`src/rtl/cra_diag_pkg.sv`:
```
`default_nettype none
// ============================================================================
// Module   : cra_diag_pkg
// Purpose  : Shared definitions for the CRA diagnostic initiator. It holds the
//            command encodings, the diag[4:6] read-select codes, the
//            controller state enum and the EBUS field offsets.
// Notes    : EBUS and CRAM addresses use KL numbering, where bit 0 is the MSB.
//            ebus_vec() maps a KL EBUS bit number onto the [35:0] vector index.
// Revision : 1.0  initial release
// ============================================================================
package cra_diag_pkg;

  // Command encodings on reqCmd
  localparam logic [1:0] CMD_NOP      = 2'b00;
  localparam logic [1:0] CMD_LOAD     = 2'b01;
  localparam logic [1:0] CMD_READ     = 2'b10;
  localparam logic [1:0] CMD_LOADREAD = 2'b11;

  // diag[4:6] read-select codes
  localparam logic [2:0] SEL_STACK  = 3'd0;
  localparam logic [2:0] SEL_DISP   = 3'd1;
  localparam logic [2:0] SEL_SBR_LO = 3'd2;
  localparam logic [2:0] SEL_SBR_HI = 3'd3;
  localparam logic [2:0] SEL_ADR_LO = 3'd4;
  localparam logic [2:0] SEL_ADR_HI = 3'd5;
  localparam logic [2:0] SEL_LOC_LO = 3'd6;
  localparam logic [2:0] SEL_LOC_HI = 3'd7;

  typedef enum logic [2:0] {
    ST_IDLE    = 3'd0,
    ST_WR_HI   = 3'd1,
    ST_WR_LO   = 3'd2,
    ST_RD_SET  = 3'd3,
    ST_RD_WAIT = 3'd4,
    ST_RD_CAP  = 3'd5,
    ST_FIN     = 3'd6
  } state_e;

  // EBUS geometry and the KL bit numbers of the CRA read-back fields
  localparam int EBUS_W        = 36;
  localparam int EBUS_KL_SPARE = 29;
  localparam int EBUS_KL_FLAG  = 30;
  localparam int EBUS_KL_F5    = 31;
  localparam int EBUS_KL_LAST  = 35;

  // Converts a KL EBUS bit number (0 = MSB) into a [35:0] vector index.
  function automatic int ebus_vec(input int kl);
    return EBUS_W - 1 - kl;
  endfunction

endpackage
`default_nettype wire

```
`src/rtl/cra_diag_cnt.sv`:
```
`default_nettype none
// ============================================================================
// Module   : cra_diag_cnt
// Purpose  : Loadable down-counter. It times both the write strobes and the
//            read settle interval. It stops at zero.
// Ports    : clk, resetN     clock and asynchronous active-low reset
//            i_load          load i_loadVal; has priority over i_dec
//            i_loadVal       value to load
//            i_dec           decrement by one; held at zero once reached
//            o_zero          count is zero
// Revision : 1.0  initial release
// ============================================================================
module cra_diag_cnt #(
  parameter int WIDTH = 4
) (
  input  logic             clk,
  input  logic             resetN,
  input  logic             i_load,
  input  logic [WIDTH-1:0] i_loadVal,
  input  logic             i_dec,
  output logic             o_zero
);

  logic [WIDTH-1:0] r_cnt;

  always_ff @(posedge clk or negedge resetN) begin
    if (!resetN) begin
      r_cnt <= '0;
    end else if (i_load) begin
      r_cnt <= i_loadVal;
    end else if (i_dec && !o_zero) begin
      r_cnt <= r_cnt - WIDTH'(1);
    end
  end

  assign o_zero = (r_cnt == '0);

endmodule
`default_nettype wire

```
`src/rtl/cra_diag_ctl.sv`:
```
`default_nettype none
// ============================================================================
// Module   : cra_diag_ctl
// Purpose  : Diagnostic-side initiator for the CRA diagnostic port.
//            - LOAD_ADR writes the 11-bit CRAM address. It writes the high
//              5 bits with function 052 and then the low 6 bits with 051.
//            - READ_ALL steps diag[4:6] through 0..7 with 14X asserted. It
//              assembles the captured EBUS fields into the rd* outputs.
// Ports    : clk, resetN                      clock, async active-low reset
//            reqValid/reqReady/reqCmd/reqAdr  command request handshake
//            done                             one-cycle completion pulse
//            diaFunc051/052, diagReadFunc14X  diag function strobes
//            diag                             read select (diag[4:6])
//            ebusOut / ebusIn                 EBUS write / read data
//            rdAdr, rdLoc, rdSbrRet,
//            rdStackAdr, rdDisp               captured CRA state
//            parityErr                        dispatch parity error
// Options  : `define CRA_DIAG_PARITY_EN enables the dispatch parity check.
//            When it is not defined, parityErr is tied low.
// Revision : 1.0  initial release
// ============================================================================
module cra_diag_ctl
  import cra_diag_pkg::*;
#(
  parameter int STROBE_CYC = 1,
  parameter int SETTLE_CYC = 2
) (
  input  logic        clk,
  input  logic        resetN,
  input  logic        reqValid,
  output logic        reqReady,
  input  logic [1:0]  reqCmd,
  input  logic [10:0] reqAdr,
  output logic        done,
  output logic        diaFunc051,
  output logic        diaFunc052,
  output logic        diagReadFunc14X,
  output logic [2:0]  diag,
  output logic [35:0] ebusOut,
  input  logic [35:0] ebusIn,
  output logic [10:0] rdAdr,
  output logic [10:0] rdLoc,
  output logic [10:0] rdSbrRet,
  output logic [4:0]  rdStackAdr,
  output logic [7:0]  rdDisp,
  output logic        parityErr
);

  // The counter holds (cycles - 1). RD_SET already uses one settle cycle,
  // so RD_WAIT is loaded with SETTLE_CYC-2. RD_WAIT is skipped when
  // SETTLE_CYC is 1.
  localparam logic [3:0] c_STROBE_LD = 4'(STROBE_CYC - 1);
  localparam logic [3:0] c_SETTLE_LD = 4'((SETTLE_CYC > 1) ? (SETTLE_CYC - 2) : 0);

  // Vector indices of the EBUS bits used here.
  // WR_HI drives KL[1:5]. WR_LO drives KL[0:5].
  localparam int c_OUT_HI_MSB = ebus_vec(1);
  localparam int c_OUT_LO_MSB = ebus_vec(0);
  localparam int c_IN_FLAG    = ebus_vec(EBUS_KL_FLAG);
  localparam int c_IN_F5      = ebus_vec(EBUS_KL_F5);

  state_e      r_state;
  state_e      w_next;
  logic        r_live;
  logic [1:0]  r_cmd;
  logic [10:0] r_adr;
  logic [2:0]  r_sel;

  logic        w_accept;
  logic        w_cntLoad;
  logic [3:0]  w_cntLoadVal;
  logic        w_cntDec;
  logic        w_cntZero;
  logic        w_selClr;
  logic        w_selInc;

  logic        w_flag;
  logic [5:0]  w_six;
  logic [4:0]  w_five;
  logic        w_unused;

  logic [10:0] r_rdAdr;
  logic [10:0] r_rdLoc;
  logic [10:0] r_rdSbr;
  logic [4:0]  r_rdStack;
  logic [7:0]  r_rdDisp;

  // CRA fields are right-aligned on the EBUS. w_flag is KL30.
  // w_six is KL[30:35]. w_five is KL[31:35].
  assign w_flag   = ebusIn[c_IN_FLAG];
  assign w_six    = ebusIn[c_IN_FLAG -: 6];
  assign w_five   = ebusIn[c_IN_F5 -: 5];
  assign w_unused = ^ebusIn[EBUS_W-1:c_IN_FLAG+1];

  cra_diag_cnt #(
    .WIDTH (4)
  ) u_cnt (
    .clk       (clk),
    .resetN    (resetN),
    .i_load    (w_cntLoad),
    .i_loadVal (w_cntLoadVal),
    .i_dec     (w_cntDec),
    .o_zero    (w_cntZero)
  );

  // State register. r_live keeps reqReady low while reset is asserted.
  always_ff @(posedge clk or negedge resetN) begin
    if (!resetN) begin
      r_state <= ST_IDLE;
      r_live  <= 1'b0;
    end else begin
      r_state <= w_next;
      r_live  <= 1'b1;
    end
  end

  always_comb begin
    w_next          = r_state;
    w_accept        = 1'b0;
    w_cntLoad       = 1'b0;
    w_cntLoadVal    = c_STROBE_LD;
    w_cntDec        = 1'b0;
    w_selClr        = 1'b0;
    w_selInc        = 1'b0;
    reqReady        = 1'b0;
    done            = 1'b0;
    diaFunc051      = 1'b0;
    diaFunc052      = 1'b0;
    diagReadFunc14X = 1'b0;
    diag            = 3'd0;
    ebusOut         = '0;
    case (r_state)
      ST_IDLE: begin
        reqReady = r_live;
        if (reqValid && r_live) begin
          w_accept = 1'b1;
          case (reqCmd)
            CMD_LOAD, CMD_LOADREAD: begin
              w_next    = ST_WR_HI;
              w_cntLoad = 1'b1;
            end
            CMD_READ: begin
              w_next   = ST_RD_SET;
              w_selClr = 1'b1;
            end
            default: w_next = ST_FIN;
          endcase
        end
      end
      ST_WR_HI: begin
        diaFunc052                  = 1'b1;
        ebusOut[c_OUT_HI_MSB -: 5]  = r_adr[10:6];
        w_cntDec                    = 1'b1;
        if (w_cntZero) begin
          w_next    = ST_WR_LO;
          w_cntLoad = 1'b1;
        end
      end
      ST_WR_LO: begin
        diaFunc051                  = 1'b1;
        ebusOut[c_OUT_LO_MSB -: 6]  = r_adr[5:0];
        w_cntDec                    = 1'b1;
        if (w_cntZero) begin
          if (r_cmd == CMD_LOADREAD) begin
            w_next   = ST_RD_SET;
            w_selClr = 1'b1;
          end else begin
            w_next = ST_FIN;
          end
        end
      end
      ST_RD_SET: begin
        diagReadFunc14X = 1'b1;
        diag            = r_sel;
        if (SETTLE_CYC > 1) begin
          w_next       = ST_RD_WAIT;
          w_cntLoad    = 1'b1;
          w_cntLoadVal = c_SETTLE_LD;
        end else begin
          w_next = ST_RD_CAP;
        end
      end
      ST_RD_WAIT: begin
        diagReadFunc14X = 1'b1;
        diag            = r_sel;
        w_cntDec        = 1'b1;
        if (w_cntZero) begin
          w_next = ST_RD_CAP;
        end
      end
      ST_RD_CAP: begin
        diagReadFunc14X = 1'b1;
        diag            = r_sel;
        if (r_sel == SEL_LOC_HI) begin
          w_next = ST_FIN;
        end else begin
          w_selInc = 1'b1;
          w_next   = ST_RD_SET;
        end
      end
      ST_FIN: begin
        done   = 1'b1;
        w_next = ST_IDLE;
      end
      default: w_next = ST_IDLE;
    endcase
  end

  // Command latch and read-select stepping
  always_ff @(posedge clk or negedge resetN) begin
    if (!resetN) begin
      r_cmd <= CMD_NOP;
      r_adr <= '0;
      r_sel <= SEL_STACK;
    end else begin
      if (w_accept) begin
        r_cmd <= reqCmd;
        r_adr <= reqAdr;
      end
      if (w_selClr) begin
        r_sel <= SEL_STACK;
      end else if (w_selInc) begin
        r_sel <= r_sel + 3'd1;
      end
    end
  end

  // Field capture. Each select updates only its own slice.
  // rdDisp layout: [7] dispEn00_03, [6] dispEn30_37, [5] CALL, [4:0] DISP[0:4].
  always_ff @(posedge clk or negedge resetN) begin
    if (!resetN) begin
      r_rdAdr   <= '0;
      r_rdLoc   <= '0;
      r_rdSbr   <= '0;
      r_rdStack <= '0;
      r_rdDisp  <= '0;
    end else if (r_state == ST_RD_CAP) begin
      case (r_sel)
        SEL_STACK: begin
          r_rdStack   <= w_five;
          r_rdDisp[7] <= w_flag;
        end
        SEL_DISP:   r_rdDisp[5:0] <= w_six;
        SEL_SBR_LO: r_rdSbr[5:0]  <= w_six;
        SEL_SBR_HI: begin
          r_rdDisp[6]   <= w_flag;
          r_rdSbr[10:6] <= w_five;
        end
        SEL_ADR_LO: r_rdAdr[5:0]  <= w_six;
        SEL_ADR_HI: r_rdAdr[10:6] <= w_five;
        SEL_LOC_LO: r_rdLoc[5:0]  <= w_six;
        SEL_LOC_HI: r_rdLoc[10:6] <= w_five;
        default: ;
      endcase
    end
  end

`ifdef CRA_DIAG_PARITY_EN
  logic r_paritySample;
  logic r_parityErr;

  // The KL30 parity sample arrives with select 5. The error is resolved on
  // the last capture, so it is visible together with done and holds until
  // the next read.
  always_ff @(posedge clk or negedge resetN) begin
    if (!resetN) begin
      r_paritySample <= 1'b0;
      r_parityErr    <= 1'b0;
    end else if (r_state == ST_RD_CAP) begin
      if (r_sel == SEL_ADR_HI) begin
        r_paritySample <= w_flag;
      end
      if (r_sel == SEL_LOC_HI) begin
        r_parityErr <= r_paritySample ^ (^r_rdDisp[5:0]);
      end
    end
  end

  assign parityErr = r_parityErr;
`else
  assign parityErr = 1'b0;
`endif

  assign rdAdr      = r_rdAdr;
  assign rdLoc      = r_rdLoc;
  assign rdSbrRet   = r_rdSbr;
  assign rdStackAdr = r_rdStack;
  assign rdDisp     = r_rdDisp;

endmodule
`default_nettype wire

```
`config.mk`:
```
export PLATFORM = sky130hd
export DESIGN_NAME = cra_diag_ctl
export DESIGN_NICKNAME = d
export VERILOG_FILES = /design/src/rtl/cra_diag_pkg.sv /design/src/rtl/cra_diag_cnt.sv /design/src/rtl/cra_diag_ctl.sv
export SDC_FILE = /design/constraint.sdc
export NUM_CORES = 1
export LEC_CHECK = 0
export BUFFER_PORTS_ARGS = -buffer_cell sky130_fd_sc_hd__buf_2
export CAP_MARGIN = 25
export CELL_PAD_IN_SITES_DETAIL_PLACEMENT = 0
export CELL_PAD_IN_SITES_GLOBAL_PLACEMENT = 2
export CORE_MARGIN = 2
export CORE_UTILIZATION = 33
export CTS_CLUSTER_DIAMETER = 100
export CTS_CLUSTER_SIZE = 20
export DETAILED_ROUTE_END_ITERATION = 10
export PLACE_DENSITY = 0.95
export SYNTH_ARGS = -nofsm -noshare
export SYNTH_HDL_FRONTEND = slang
export SYNTH_SLANG_ARGS = --single-unit
```
`constraint.sdc`:
```
create_clock -name clk -period 4.65 [get_ports clk]
set_input_delay 0.465 -clock clk [delete_from_list [all_inputs] [get_ports clk]]
set_output_delay 0.465 -clock clk [all_outputs]
set_load 0.05 [all_outputs]
```
==> results of run 1 <==
## kinds of logic (layout without fill, tap and decap cells)
group / count (synthesis) / in the layout / synth area share
other cells: 2 / 32 / 0.00213
flops: 70 / 70 / 0.498
compound gates: 28 / 28 / 0.0625
fa+ha+maj: 7 / 7 / 0.0249
buf+inv: 49 / 107 / 0.0974
xor+xnor: 3 / 3 / 0.00960
mux: 61 / 61 / 0.214
simple gates: 46 / 46 / 0.0924
## cell usage in the layout, fill, tap and decap left out, types with 2 or more instances in the layout
| master | netlist | layout |
|---|---|---|
| conb_1 | 2 | 32 |
| nor2_4 | 2 | 2 |
| and2_1 | 2 | 2 |
| a22o_1 | 5 | 5 |
| inv_1 | 10 | 10 |
| dfrtp_1 | 70 | 70 |
| nor2b_1 | 2 | 2 |
| nor2_2 | 2 | 2 |
| and3_1 | 3 | 3 |
| nand2_1 | 5 | 5 |
| buf_2 | 1 | 81 |
| nand2_2 | 3 | 3 |
| mux2_4 | 18 | 18 |
| a21o_1 | 2 | 2 |
| clkbuf_8 | 0 | 10 |
| a21oi_1 | 3 | 3 |
| ha_1 | 7 | 7 |
| mux2_1 | 30 | 30 |
| mux2_2 | 11 | 11 |
| nor3_4 | 3 | 3 |
| nor2_1 | 10 | 10 |
| bufinv_16 | 0 | 2 |
| nand4_1 | 2 | 2 |
| mux2i_1 | 2 | 2 |
| o21ai_0 | 5 | 5 |
| nor3_2 | 2 | 2 |
| nand3_1 | 2 | 2 |
| xnor2_1 | 2 | 2 |
## cell type report
class	instances	share of cell area
inverters	10	0.00909
flip-flops and latches	70	0.424
clock inverters	5	0.0200
multi-input cells	177	0.373
repair buffers	82	0.0999
well taps	136	0.0412
clock buffers	10	0.0333
## state kept, by name (all words and copies together) (netlist names), 2 cells and up
| signal | count |
|---|---|
| r_adr | 11 |
| rdAdr | 11 |
| rdLoc | 11 |
| rdSbrRet | 11 |
| rdDisp | 8 |
| rdStackAdr | 5 |
| u_cnt.r_cnt | 4 |
| r_sel | 3 |
| r_state | 3 |
| r_cmd | 2 |
## path summary, 6_finish.rpt
check                           start            end
min                            resetN         r_live
max in group asynchronous      resetN  rdStackAdr[3]
max                        r_state[2]        diag[2]
max reg2reg                r_state[2]       r_adr[6]
min in group clk            reqAdr[3]       r_adr[3]
min reg2reg                  rdLoc[2]       rdLoc[2]
## where the power goes
group	internal (mW)	leakage, nW	switching (mW)	total, mW
clock	0.316	0.113	0.233	0.549
sequential	0.866	0.877	0.212	1.08
combinational	0.505	1.10	1.26	1.77
total	1.69	2.09	1.71	3.40
## through the flow
| step | utilization | area (um2) |
|---|---|---|
| 2_1_floorplan | - | 3630 |
| 3_3_place_gp | 0.379 | 3910 |
| 3_5_place_dp | 0.379 | 3910 |
| 4_1_cts | 0.400 | 4130 |
| 5_1_grt | 0.400 | 4130 |
| 6_report | 0.400 | 4130 |
## worst register-to-register path, cell delays in order, from the launching register on
cell and delay, ns:
dfrtp_1 0.70, nor3_2 0.37, and3_1 0.62, mux2_1 0.39
## per-layer routing
metal  wire length [um]  part of all wire  track usage
met3                355             0.049       0.0387
met5                  0                 0            0
met2               3430              0.47        0.197
met1               3340              0.46        0.173
met4                103             0.014       0.0445
==> flow_summary.yaml, run 1 <==
timing:
  worst_slew_pin_slew_ns: 0.878
  finalSetupTns_ns: 0
  fin_crit_sh: 0.575
  fin_ws_ns: 1.97
  setup_viol: 0
  hold_slack_ns: 0.321
  fin_crit_ns: 2.68
  finClkSkew_ns: 0.00952
  rsz0062_at_grt: "no"
  finalHoldViolCount: 0
  maxSlewHeadroom: 0.414
  fmax_ghz: 0.374
  slew_violations: 0
placement:
  io_buffers: 81
  preCtsSetupSlack_ns: 2.35
  hpwl_um: 5200
  place_inst: 475
  gp_congestion: 0.784
critical_path:
  crit_family: "flip-flops"
  critical_path.max_stage_delay_ns: 0.91
  cp-start-kind: "register"
  cp_cell_sequence: "nor2b_1, mux2i_1, nor2_1, buf_2"
  worstPathMaxFanout: 24
  crit_cells: 4
  r2r_setup_slack_ns: 2.46
  cp.required_ns: 4.18
  end_kind: "output port"
  slowest_stage: "dfrtp_1"
  path_buf_inv: 1
  path_class: "register to output port"
  r2r_cells: 3
  cp_data_arrival_time_ns: 2.21
global_route:
  grt_util_all_layers: 0.129
  grt_start_max_net_pins: 71
  grt_pass1_wl_um: 11200
  antenna_found_initial: 0
  first_global_vias: 2126
  grt.overflow.total: 0
clock_network:
  post_cts_resized: 0
  cts.path.max_buffers: 2
  cts_buffers: 9
  ctsHoldBuffers: 0
  clkSinkCount: 70
  cts_setup_buffers: 0
  worstSkewPairLatency_ns: 0.34
  h-tree-depth: 3
  path_clk_slew_ns: 0.08
  cts_tree: "yes"
  cts_root_buf: "clkbuf_8"
detailed_routing:
  drc_errors: 0
  via_per_inst: 4.48
  drt_iter0_drc: 122
  routedWlPerCell_um: 14.8
  antenna_left: 0
  wirelength_um: 7240
  num_vias: 2193
  dr.pass1.iters: 4
yosys:
  synth_seq_cells: 70
  synthArstFlopShare: 1.00
  yosysMostFrequentCell: "dfrtp_1"
  syn-cell-area_um2: 3520
  yosys.area.top_type: "dfrtp_1"
  synth_top_cell_area_share: 0.498
  syn_area_per_cell_um2: 13.2
  synth.area.top_cells: "dfrtp_1 50%, mux2_1 9.6%, mux2_4 7.7%, buf_4 7.2%, mux2_2 3.5%"
  synthFlopType: "dfrtp_1"
  synth_edf_count: 0
  yosysUniqueCellTypes: 50
  synth_cells: 266
  synthTopCellsByCount: "70 x dfrtp_1, 34 x buf_4, 30 x mux2_1, 18 x mux2_4, 11 x mux2_2"
  ys_seq_area_frac: 0.498
  yosys_warnings: 0
floorplan:
  die_w_um: 107
  dieArea_um2: 11500
  coreArea_um2: 10300
  die_h_um: 107
  start_util: 0.341
  fp-row-count: 37
  ios: 143
layout:
  multiInputGateArea_um2: 1540
  seqCellArea_um2: 1750
  final_net_count: 409
  fillers: 1003
  layout-drive-gt1-share: 0.415
  area_delta_synth_final_pct: 17.3
  final_cells: 490
  antenna_cells: 0
power_and_ir_drop:
  p_per_area_nw_per_um2: 822
  power.leakage_nw: 2.09
  ir_worst_vdd_uv: 337
  power_mw: 3.40
job:
  drv_cap: 0
status:
  status: "finished clean"
worst_hold_path:
  hold_path.class: "primary input to asynchronous set/reset pin"
Power figures use the tool's default switching activity.
==> run 2, diff against run 1 <==
--- a/config.mk
+++ b/config.mk
@@ -10,11 +10,11 @@
 export CELL_PAD_IN_SITES_DETAIL_PLACEMENT = 0
 export CELL_PAD_IN_SITES_GLOBAL_PLACEMENT = 2
 export CORE_MARGIN = 2
-export CORE_UTILIZATION = 33
+export CORE_UTILIZATION = 30
 export CTS_CLUSTER_DIAMETER = 100
 export CTS_CLUSTER_SIZE = 20
 export DETAILED_ROUTE_END_ITERATION = 10
-export PLACE_DENSITY = 0.95
+export PLACE_DENSITY = 0.9
 export SYNTH_ARGS = -nofsm -noshare
 export SYNTH_HDL_FRONTEND = slang
 export SYNTH_SLANG_ARGS = --single-unit
==> constraint.sdc (replaced) <==
create_clock -name clk -period 2.7 [get_ports clk]
set_input_delay 0.27 -clock clk [delete_from_list [all_inputs] [get_ports clk]]
set_output_delay 0.27 -clock clk [all_outputs]
set_load 0.05 [all_outputs]
==> run 2 against run 1 <==
  * Design area up 4.1%
  * Cell count up 2.2%
  * Sequential power up 72%
  * Die area up 9.6%
  * Register-to-register slack worse by 1.9 ns
  * Critical path type unchanged
  * Highest routed layer unchanged
==> flow_summary.yaml, run 2 (synthesis results as in run 1) <==
floorplan:
  die_w_um: 112
  coreArea_um2: 11400
  start_util: 0.308
  fp-row-count: 39
  die_h_um: 112
  dieArea_um2: 12600
  ios: 143
power_and_ir_drop:
  power_mw: 6.29
  p_per_area_nw_per_um2: 1460
  ir_worst_vdd_uv: 833
  power.leakage_nw: 2.16
clock_network:
  cts_buffers: 9
  cts_root_buf: "clkbuf_16"
  post_cts_resized: 0
  cts_tree: "yes"
  path_clk_slew_ns: 0.06
  h-tree-depth: 3
  clkSinkCount: 70
  worstSkewPairLatency_ns: 0.33
  cts.path.max_buffers: 2
timing:
  fin_crit_sh: 0.868
  rsz0062_at_grt: "no"
  setup_viol: 0
  finalSetupTns_ns: 0
  slew_violations: 0
  fin_crit_ns: 2.34
  finClkSkew_ns: 0.00549
  maxSlewHeadroom: 0.442
  fmax_ghz: 0.427
  worst_slew_pin_slew_ns: 0.837
  finalHoldViolCount: 0
  hold_slack_ns: 0.153
status:
  status: "finished clean"
layout:
  layout-drive-gt1-share: 0.419
  area_delta_synth_final_pct: 22.2
  antenna_cells: 0
  final_net_count: 412
  layout_commonest_cell: "buf_2"
  mostFrequentLayoutCells: "81 x buf_2, 70 x dfrtp_1, 32 x conb_1"
critical_path:
  r2r_cells: 4
  cp.required_ns: 2.43
  path_class: "register to output port"
  cp-start-kind: "register"
  critical_path.max_stage_delay_ns: 0.68
  cp_data_arrival_time_ns: 2.07
  slowest_stage: "dfrtp_1"
  worstPathMaxFanout: 24
  cp_cell_sequence: "nor3b_4, a22o_1, buf_2"
  end_kind: "output port"
global_route:
  grt_start_max_net_pins: 34
  grt_pass1_wl_um: 11800
  grt_util_all_layers: 0.122
  antenna_found_initial: 0
  grt.overflow.total: 0
  first_global_vias: 2254
placement:
  io_buffers: 81
  gp_congestion: 0.726
  hpwl_um: 5480
worst_hold_path:
  hold_path.class: "primary input to register"
  hold_depth: 2
detailed_routing:
  antenna_left: 0
  dr.pass1.iters: 4
  drc_errors: 0
  via_per_inst: 4.44
  routedWlPerCell_um: 14.6
  num_vias: 2225
  wirelength_um: 7340
  drt_iter0_drc: 81
job:
  drv_cap: 0
[run 2: path summary, 6_finish.rpt]
kind                             from          end  slack (ns)
setup / recovery           r_state[2]  ebusOut[31]        0.36
max in group asynchronous      resetN     r_adr[7]        1.60
min in group asynchronous      resetN    rdLoc[10]        0.37
setup reg to reg           r_state[2]   r_state[2]        0.58
hold reg to reg              rdLoc[2]     rdLoc[2]        0.48
hold / removal              reqAdr[5]     r_adr[5]        0.15
[run 2: final cells by class]
| cell class | count | area, um2 |
|---|---|---|
| sequential | 70 | 1750 |
| inverter | 10 | 37.5 |
| multi-input combinational | 177 | 1540 |
| clock buffer | 11 | 253 |
| timing repair buffer | 85 | 438 |
| tap | 143 | 179 |
| fill | 1122 | 7120 |
| clock inverter | 5 | 104 |
[run 2: worst max-delay path: cells and delay by family (launching register included)]
kind / cells / cell delay, ns
simple gates: 1 / 0.59
compound gates: 1 / 0.21
buf+inv: 1 / 0.26
flops: 1 / 0.68
[run 2: repair_timing]
item                                   CTS  global route
endpoints found under the hold margin   12             0
setup buffers                            0             0
hold buffers                             1             0
[run 2: report_power, final]
part           switching [mW]  internal (mW)  total (mW)
clock network           0.435          0.954        1.39
logic                    2.17          0.873        3.04
registers               0.370           1.49        1.86
[run 2: through the flow]
step / area [um2] / setup slack (ns) / utilization / cells
3_5_place_dp: 3940 / 0.585 / 0.345 / 484
4_1_cts: 4300 / 0.322 / 0.377 / 501
3_3_place_gp: 3940 / 0.621 / 0.345 / 484
2_1_floorplan: 3630 / 0.521 / - / 296
6_report: 4300 / 0.356 / 0.377 / 501
5_1_grt: 4300 / 0.171 / 0.377 / 501
[run 2: layer usage]
layer	track usage	vias to the layer above	part of all wire
met1	0.152	1112	0.45
met4	0.0317	0	0.0074
met2	0.199	80	0.48
met3	0.0459	4	0.064
li1	-	1029	-
met5	0	-	0
